<file path="src/rtl/seg7_pkg.sv">
// Shared definitions for the seven-segment scan path.
// Holds the active-low segment patterns for hex digits 0..F (bits 6:0 = g..a),
// common with the hex-to-segment encoder, and the dwell-state encoding.
package seg7_pkg;

    localparam int unsigned NUM_PATTERNS = 16;

    // Index is the hex value shown; entry is the active-low g..a pattern.
    localparam logic [6:0] SEG_PATTERNS [NUM_PATTERNS] = '{
        7'h40, 7'h79, 7'h24, 7'h30, 7'h19, 7'h12, 7'h02, 7'h78,
        7'h00, 7'h18, 7'h08, 7'h03, 7'h46, 7'h21, 7'h06, 7'h0E
    };

    typedef enum logic [1:0] {
        DW_BLANK  = 2'd0,
        DW_SETTLE = 2'd1,
        DW_HELD   = 2'd2
    } dwell_state_t;

endpackage

</file>
<file path="src/rtl/seg7_pattern_to_hex.sv">
// Combinational reverse lookup of a seven-segment pattern.
// Ports:
//   pattern  - active-low g..a segment pattern
//   nibble_c - hex value whose pattern matches exactly (0 when no match)
//   valid_c  - high when the pattern is one of the 16 hex patterns
module seg7_pattern_to_hex
    import seg7_pkg::*;
(
    input  logic [6:0] pattern,
    output logic [3:0] nibble_c,
    output logic       valid_c
);

    // Patterns are unique, so at most one entry can match.
    always_comb begin
        nibble_c = 4'h0;
        valid_c  = 1'b0;
        for (int i = 0; i < int'(NUM_PATTERNS); i++) begin
            if (pattern == SEG_PATTERNS[i]) begin
                nibble_c = 4'(i);
                valid_c  = 1'b1;
            end
        end
    end

endmodule

</file>
<file path="src/rtl/seg7_scan_decoder.sv">
// Recovers the hex frame shown on a multiplexed active-low 7-segment bus.
// Each digit must dwell unchanged for STABLE samples before it is captured;
// when every digit has been captured the frame is published with a pulse.
// Ports:
//   clk, reset  - clock, synchronous active-high reset
//   digit_en    - one-hot digit strobe (all-zero = blanking)
//   seg         - active-low segments, bit 7 = DP, bits 6:0 = g..a
//   value       - last complete frame, digit i in [4i+3:4i]
//   dp          - decimal points of the last frame (1 = lit)
//   frame_valid - one-cycle pulse when value/dp/err update
//   err         - last frame had an invalid pattern or a multi-hot strobe
module seg7_scan_decoder
    import seg7_pkg::*;
#(
    parameter int unsigned NDIGITS = 4,
    parameter int unsigned STABLE  = 3
) (
    input  logic                   clk,
    input  logic                   reset,
    input  logic [NDIGITS-1:0]     digit_en,
    input  logic [7:0]             seg,
    output logic [4*NDIGITS-1:0]   value,
    output logic [NDIGITS-1:0]     dp,
    output logic                   frame_valid,
    output logic                   err
);

    localparam int unsigned CW = 4;

    logic [NDIGITS-1:0]   s_en, p_en;
    logic [7:0]           s_seg, p_seg;
    dwell_state_t         state, state_nxt;
    logic [CW-1:0]        count, count_nxt, cnt_inc_c;
    logic                 capture_c, strobe_err_c, same_c;
    logic [3:0]           dec_nibble_c;
    logic                 dec_valid_c;
    logic [4*NDIGITS-1:0] slot_val, slot_val_nxt;
    logic [NDIGITS-1:0]   slot_dp, slot_dp_nxt;
    logic [NDIGITS-1:0]   captured, captured_nxt;
    logic                 frame_err, frame_err_nxt;
    logic                 complete_c;

    seg7_pattern_to_hex u_decode (
        .pattern  (s_seg[6:0]),
        .nibble_c (dec_nibble_c),
        .valid_c  (dec_valid_c)
    );

    // Input sample s_k and the previous sample s_{k-1}.
    always_ff @(posedge clk) begin
        if (reset) begin
            s_en  <= '0;
            s_seg <= '0;
            p_en  <= '0;
            p_seg <= '0;
        end else begin
            s_en  <= digit_en;
            s_seg <= seg;
            p_en  <= s_en;
            p_seg <= s_seg;
        end
    end

    // Dwell state register.
    always_ff @(posedge clk) begin
        if (reset) begin
            state <= DW_BLANK;
            count <= '0;
        end else begin
            state <= state_nxt;
            count <= count_nxt;
        end
    end

    // Dwell next-state: restart on any change, capture once when count hits STABLE.
    always_comb begin
        state_nxt    = state;
        count_nxt    = count;
        capture_c    = 1'b0;
        strobe_err_c = 1'b0;
        cnt_inc_c    = count + CW'(1);
        same_c       = (s_en == p_en) && (s_seg == p_seg);
        if (s_en == '0) begin
            state_nxt = DW_BLANK;
            count_nxt = '0;
        end else if (!$onehot(s_en)) begin
            state_nxt    = DW_BLANK;
            count_nxt    = '0;
            strobe_err_c = 1'b1;
        end else if ((state == DW_BLANK) || !same_c) begin
            count_nxt = CW'(1);
            if (STABLE == 1) begin
                capture_c = 1'b1;
                state_nxt = DW_HELD;
            end else begin
                state_nxt = DW_SETTLE;
            end
        end else if (state == DW_SETTLE) begin
            count_nxt = cnt_inc_c;
            if (cnt_inc_c == CW'(STABLE)) begin
                capture_c = 1'b1;
                state_nxt = DW_HELD;
            end
        end
    end

    // Frame assembly: merge this edge's capture so completion sees it.
    always_comb begin
        slot_val_nxt  = slot_val;
        slot_dp_nxt   = slot_dp;
        captured_nxt  = captured;
        frame_err_nxt = frame_err | strobe_err_c;
        if (capture_c) begin
            for (int i = 0; i < int'(NDIGITS); i++) begin
                if (s_en[i]) begin
                    slot_val_nxt[4*i +: 4] = dec_valid_c ? dec_nibble_c : 4'h0;
                    slot_dp_nxt[i]         = ~s_seg[7];
                    captured_nxt[i]        = 1'b1;
                end
            end
            if (!dec_valid_c) begin
                frame_err_nxt = 1'b1;
            end
        end
        complete_c = &captured_nxt;
    end

    // Slot storage and published frame.
    always_ff @(posedge clk) begin
        if (reset) begin
            slot_val    <= '0;
            slot_dp     <= '0;
            captured    <= '0;
            frame_err   <= 1'b0;
            value       <= '0;
            dp          <= '0;
            err         <= 1'b0;
            frame_valid <= 1'b0;
        end else begin
            slot_val <= slot_val_nxt;
            slot_dp  <= slot_dp_nxt;
            if (complete_c) begin
                value       <= slot_val_nxt;
                dp          <= slot_dp_nxt;
                err         <= frame_err_nxt;
                frame_valid <= 1'b1;
                captured    <= '0;
                frame_err   <= 1'b0;
            end else begin
                frame_valid <= 1'b0;
                captured    <= captured_nxt;
                frame_err   <= frame_err_nxt;
            end
        end
    end

endmodule

</file>
<file path="config.mk">
export PLATFORM = sky130hd
export DESIGN_NAME = seg7_scan_decoder
export DESIGN_NICKNAME = d
export VERILOG_FILES = /design/src/rtl/seg7_pkg.sv /design/src/rtl/seg7_pattern_to_hex.sv /design/src/rtl/seg7_scan_decoder.sv
export SDC_FILE = /design/constraint.sdc
export NUM_CORES = 1
export LEC_CHECK = 0
export ABC_AREA = 1
export BUFFER_PORTS_ARGS = -buffer_cell sky130_fd_sc_hd__clkbuf_2
export CAP_MARGIN = 15
export CORE_ASPECT_RATIO = 0.7
export CORE_MARGIN = 3
export CORE_UTILIZATION = 50
export DETAILED_ROUTE_END_ITERATION = 7
export GPL_TIMING_DRIVEN = 0
export MAX_ROUTING_LAYER = met4
export PLACE_DENSITY = 0.72
export SLEW_MARGIN = 20
export SYNTH_ARGS = -nofsm -noshare
export SYNTH_HDL_FRONTEND = slang
export SYNTH_SLANG_ARGS = --single-unit
</file>
<file path="constraint.sdc">
create_clock -name clk -period 3.57 [get_ports clk]
set_clock_uncertainty 0.2 [all_clocks]
set_input_delay 1.071 -clock clk [delete_from_list [all_inputs] [get_ports clk]]
set_output_delay 1.071 -clock clk [all_outputs]
set_load 0.01 [all_outputs]
</file>
# Word-level counts from Yosys, hierarchy flattened
# Index checks and enable logic that the tools add are counted.
[totals]
word_cells = 119
reg_bits = 77
output_inout_bits = 22
inputBits = 14
[classes]
muxes = 62
n_eq_ne = 20
addsub = 4
reduce_logical = 14
bitwise_logic = 3
[op_table]
columns = ["cell", "count"]
rows = [
  ["$mux W4", 15],
  ["$mux W1", 40],
  ["$eq A7 B7 Y1 const B", 4],
  ["$eq A7 B5 Y1 const B", 3],
  ["$eq A7 B6 Y1 const B", 3],
  ["$mux W16", 1],
  ["$eq A7 B2 Y1 const B", 2],
  ["$eq A7 B4 Y1 const B", 2],
  ["$mux W3", 4],
  ["$eq A8 B8 Y1", 1],
  ["$eq A7 B3 Y1 const B", 1],
  ["$logic_not A7 Y1", 1],
  ["$add A1 B1 Y2", 2],
  ["$add A4 B1 Y4 const B", 1],
  ["$eq A4 B2 Y1 const B", 1],
  ["$eq A4 B4 Y1", 1],
  ["$logic_not A4 Y1", 1],
  ["$mux W2", 2],
  ["$reduce_and A2 Y1", 2],
  ["$reduce_and A4 Y1", 1],
  ["$reduce_bool A2 Y1", 2],
  ["$reduce_or A4 Y1", 1],
  ["$add A2 B2 Y3", 1],
  ["$eq A3 B1 Y1 const B", 1],
  ["9 further kinds", 10],
]

# Depth between registers and ports, before layout
[depth]
ltp_word = 20
mapped_depth = 16
ltp_nobuf = 15

# Modules after synthesis
# A second synthesis with hierarchy kept.
[hier_totals]
hier_cells = 496
area_unflattened_um2 = 3545.9
[modules_own_cells]
columns = ["mod", "area_each_um2", "seq_area_each_um2", "n_inst", "cells_per_inst"]
rows = [
  ["seg7_scan_decoder", 3245.6, 1541.5, 1, 433],
  ["seg7_pattern_to_hex", 300.3, 0.0, 1, 63],
]

# Least setup slack after synthesis
# No wires, ideal clock.
[synth_path]
path_type = "register -> register"
start = "reg s_en[0]"
end = "reg value[5]"
t_arrival_ns = 2.573
stages_incl_launch_ff = 17
setup_time_ns = 0.113
period_less_slack_ns = 2.887
n_path_buf = 1
setup_slack_ns = 0.683
required_time_ns = 3.257
cell_sequence = "dfxtp_1 > inv_1 > fa_1 > inv_1 > ha_1 > ha_1 > nor3_1 > nand2_1 > nor2_4 > nand4_1 > nand2_2 > nand2_2 > inv_2 > nand2_4 > buf_6 > nand3_1 > nand2_1"
[synth_between]
elab_chain_len = 9
elab_cells_between_ends = 15
cone_classes = "2 x add/sub; 2 x eq/ne; 6 x mux; 5 x reduce/logical"
[synth_rtl]
columns = ["item", "line_no", "rtl"]
rows = [
  ["start: declaration", "seg7_scan_decoder.sv:30", "logic [NDIGITS-1:0] s_en, p_en;"],
  ["start signal: assignment", "seg7_scan_decoder.sv:57", "s_en <= digit_en;"],
  ["branches (longest 9 deep; another with $add A2 B2 Y3)", "n/a", ""],
  ["end signal: assignment", "seg7_scan_decoder.sv:143", "value <= slot_val_nxt;"],
  ["end: declaration", "seg7_scan_decoder.sv:22", "output logic [4*NDIGITS-1:0] value,"],
]
# Several ways; the timed one is not identified.
# A chain may end at the register's enable or synchronous reset.

# Worst setup path in the final report
[layout_path]
start = "reg s_en[0]"
end = "reg value[6]"
# Same word-level chain as after synthesis.

==> results_dict.tcl <==
set metrics [dict create \
    yosys_register_bits 77 \
    worstSkewPairLatency_ns 0.35 \
    period_share 0.926 \
    m1WireLength_microns 3620 \
    critPathRequiredTime_ns 3.67 \
    wire_per_inst_microns 11.7 \
    syn_avg_cell_area_sq_um 6.98 \
    grt_max_degree 13 \
    synth_area_leaders "dfxtp_1, nand2_1, inv_1, nand3_1, nor2_1" \
    dp_hpwl_microns 5570 \
    maxSlewHeadroom 0.563 \
    rsz0062_at_grt "no" \
    clock_path_buffers 2 \
    start_util 0.534 \
    cts_resized 0 \
    r2r_slack_ns 0.26 \
    crit_path_top_delay_cell "fa_1" \
    worst_pin_slew_ns 0.651 \
    tns_ns 0 \
    yosysSeqAreaShare 0.449 \
    netlist_area_sq_um 3430 \
    synth_cell_types 29 \
    worstSetupEndpointType "flop" \
    startpoint_type "flop" \
    cts_tree "built" \
    antenna_found_initial 0 \
    p_leak_nw 1.97 \
    cts_buffers 9 \
    grt_overflow 0 \
    fmax_mhz 302 \
    hold_class "flop to flop" \
    wl_met3_microns 435 \
    cts.sinks 77 \
    wl_microns 7390 \
    chipHeight_microns 75.3 \
    coreArea_sq_um 6430 \
    synthCells 492 \
    yosys.area.top_type "dfxtp_1" \
    synth_nets 512 \
    initialDrtViolationCount 131 \
    vias 2984 \
    setup_viol 0 \
    synth_top_area_frac 0.449 \
    ir_drop_uv 230 \
    cellPowerDensity_nw_per_um2 455 \
    firstDrtPassIters 4 \
    globalplace.congestion 0.884 \
    syn_to_final_growth_pct 15.4 \
    diodes 0 \
    htreeDepth 3 \
    fin_crit_ns 3.31 \
    path_clk_slew_ns 0.08 \
    crit_type "flop to flop" \
    ctsHoldBuffers 0 \
    route.met2.wl_microns 3250 \
    cp_max_fo 10 \
    nets 558 \
    post_cts_buffers 0 \
    ctsRootBufferMaster "clkbuf_8" \
    ys_warn_count 0 \
    drc_errors 0 \
    cpPeakStageDelay_ns 0.55 \
    hold_viol_final 0 \
    die_w_microns 105 \
    top_layer_used "met4" \
    whs_ns 0.262 \
    rows 24 \
    status "finished, final reports clean" \
    io_buffers 35 \
    grt_use_total 0.208 \
    io_pins 36 \
    layout-drive-gt1-share 0.145 \
    antenna_left 0 \
    grt_pass1_vias 2748 \
    fp.dieArea_sq_um 7910 \
    maxCapViolCount 0 \
    worstPathArrival_ns 3.41 \
    finalMaxSlewViolations 0 \
    worstPathCellList "inv_1 -> fa_1 -> inv_1 -> ha_1 -> ha_1 -> nor3_1 -> nand2_1 -> nor2_4 -> nand4_1 -> nand2_2 -> nand2_2 -> nor2_4 -> buf_6 -> nand3_1 -> nand2_1" \
    viasPerCell 4.71 \
    grt_pass1_wl_microns 12500 \
]
-- area by class of cell --
class | count | area (sq um)
tap | 91 | 114
multi-input combinational | 305 | 1440
fill | 626 | 2460
sequential | 77 | 1540
inverter | 97 | 364
clock inverter | 4 | 95.1
buffer | 13 | 92.6
timing repair buffer | 35 | 175
clock buffer | 12 | 145
-- cells in the final DEF, fill, tap and decap left out, types with 2 or more instances in the layout --
master       n
a21oi_1      9
buf_2        3
buf_6        4
bufinv_16    3
clkbuf_1     7
clkbuf_2    35
clkbuf_8    11
dfxtp_1     77
ha_1         5
inv_1       88
inv_2        8
nand2_1    114
nand2_2      4
nand2_4      2
nand3_1     53
nand4_1     10
nor2_1      67
nor2_4       4
nor3_1       7
o21ai_0     18
or2_2        2
xor2_1       2
-- metal layers --
metal	GRT usage	up-vias
li1	-	1592
met1	0.266	1329
met2	0.331	54
met3	0.0508	9
met4	0.0655	0
met5	-	-
-- synthesized netlist by cell type (all sizes together) --
library cell and count:
o211ai 1, buf 7, xnor2 1, a211oi 1, nand3b 1, nor3 7
nand3 54, nand2 120, fa 1, nand4 10, a21oi 9, nor2 72
o21ai 19, ha 5, clkinv 1, clkbuf 6, inv 96, or2 2
xor2 2, dfxtp 77
-- registers in the layout, indices dropped and copies added (netlist names) --
signal and flops:
slot_dp 4, p_seg 8, slot_val 16, count 4
frame_valid 1, s_en 4, frame_err 1, err 1
s_seg 8, dp 4, state 2, value 16
p_en 4, captured 4
-- critical path: cells and delay by family, from the launching register on --
| kind | cells | cell delay, ns |
|---|---|---|
| flops | 1 | 0.37 |
| fa+ha+maj | 3 | 0.99 |
| buf+inv | 3 | 0.31 |
| simple gates | 9 | 1.36 |
-- path summary, 6_finish.rpt --
path | from | end | cells past startpoint
max reg2reg | s_en[0]$_SDFF_PP0_ | value[6]$_SDFFE_PP0P_ | 15
max | s_en[0]$_SDFF_PP0_ | value[6]$_SDFFE_PP0P_ | 15
min reg2reg | value[12]$_SDFFE_PP0P_ | value[12]$_SDFFE_PP0P_ | 2
min | value[12]$_SDFFE_PP0P_ | value[12]$_SDFFE_PP0P_ | 2
-- power by group --
group	switching (mW)	total [mW]	internal, mW
Sequential	0.0145	0.890	0.875
Combinational	0.0840	0.123	0.0389
Clock	0.308	0.791	0.483
Total	0.407	1.80	1.40
-- metrics by stage --
stage | utilization | cells | instance area [sq um] | worst slack [ns] | total power, mW
6_report | 0.617 | 634 | 3960 | 0.263 | 1.80
3_5_place_dp | 0.579 | 618 | 3720 | 0.307 | 1.03
5_1_grt | 0.617 | 634 | 3960 | 0.0227 | 1.87
3_3_place_gp | 0.579 | 618 | 3720 | 0.381 | 1.03
2_1_floorplan | - | 492 | 3430 | 0.683 | 0.994
4_1_cts | 0.617 | 634 | 3960 | 0.267 | 1.81
-- cells by family (layout without fill, tap and decap cells) --
logic type | after synthesis | after routing | share of synthesized area
adder cells (fa/ha/maj) | 6 | 6 | 0.0241
AND/OR/NAND/NOR | 266 | 266 | 0.341
XOR/XNOR | 3 | 3 | 0.00765
buffers and inverters | 110 | 161 | 0.133
AO/OA/AOI/OAI | 30 | 30 | 0.0452
flip-flops | 77 | 77 | 0.449
Note: power is estimated with default switching activity, not from simulation.
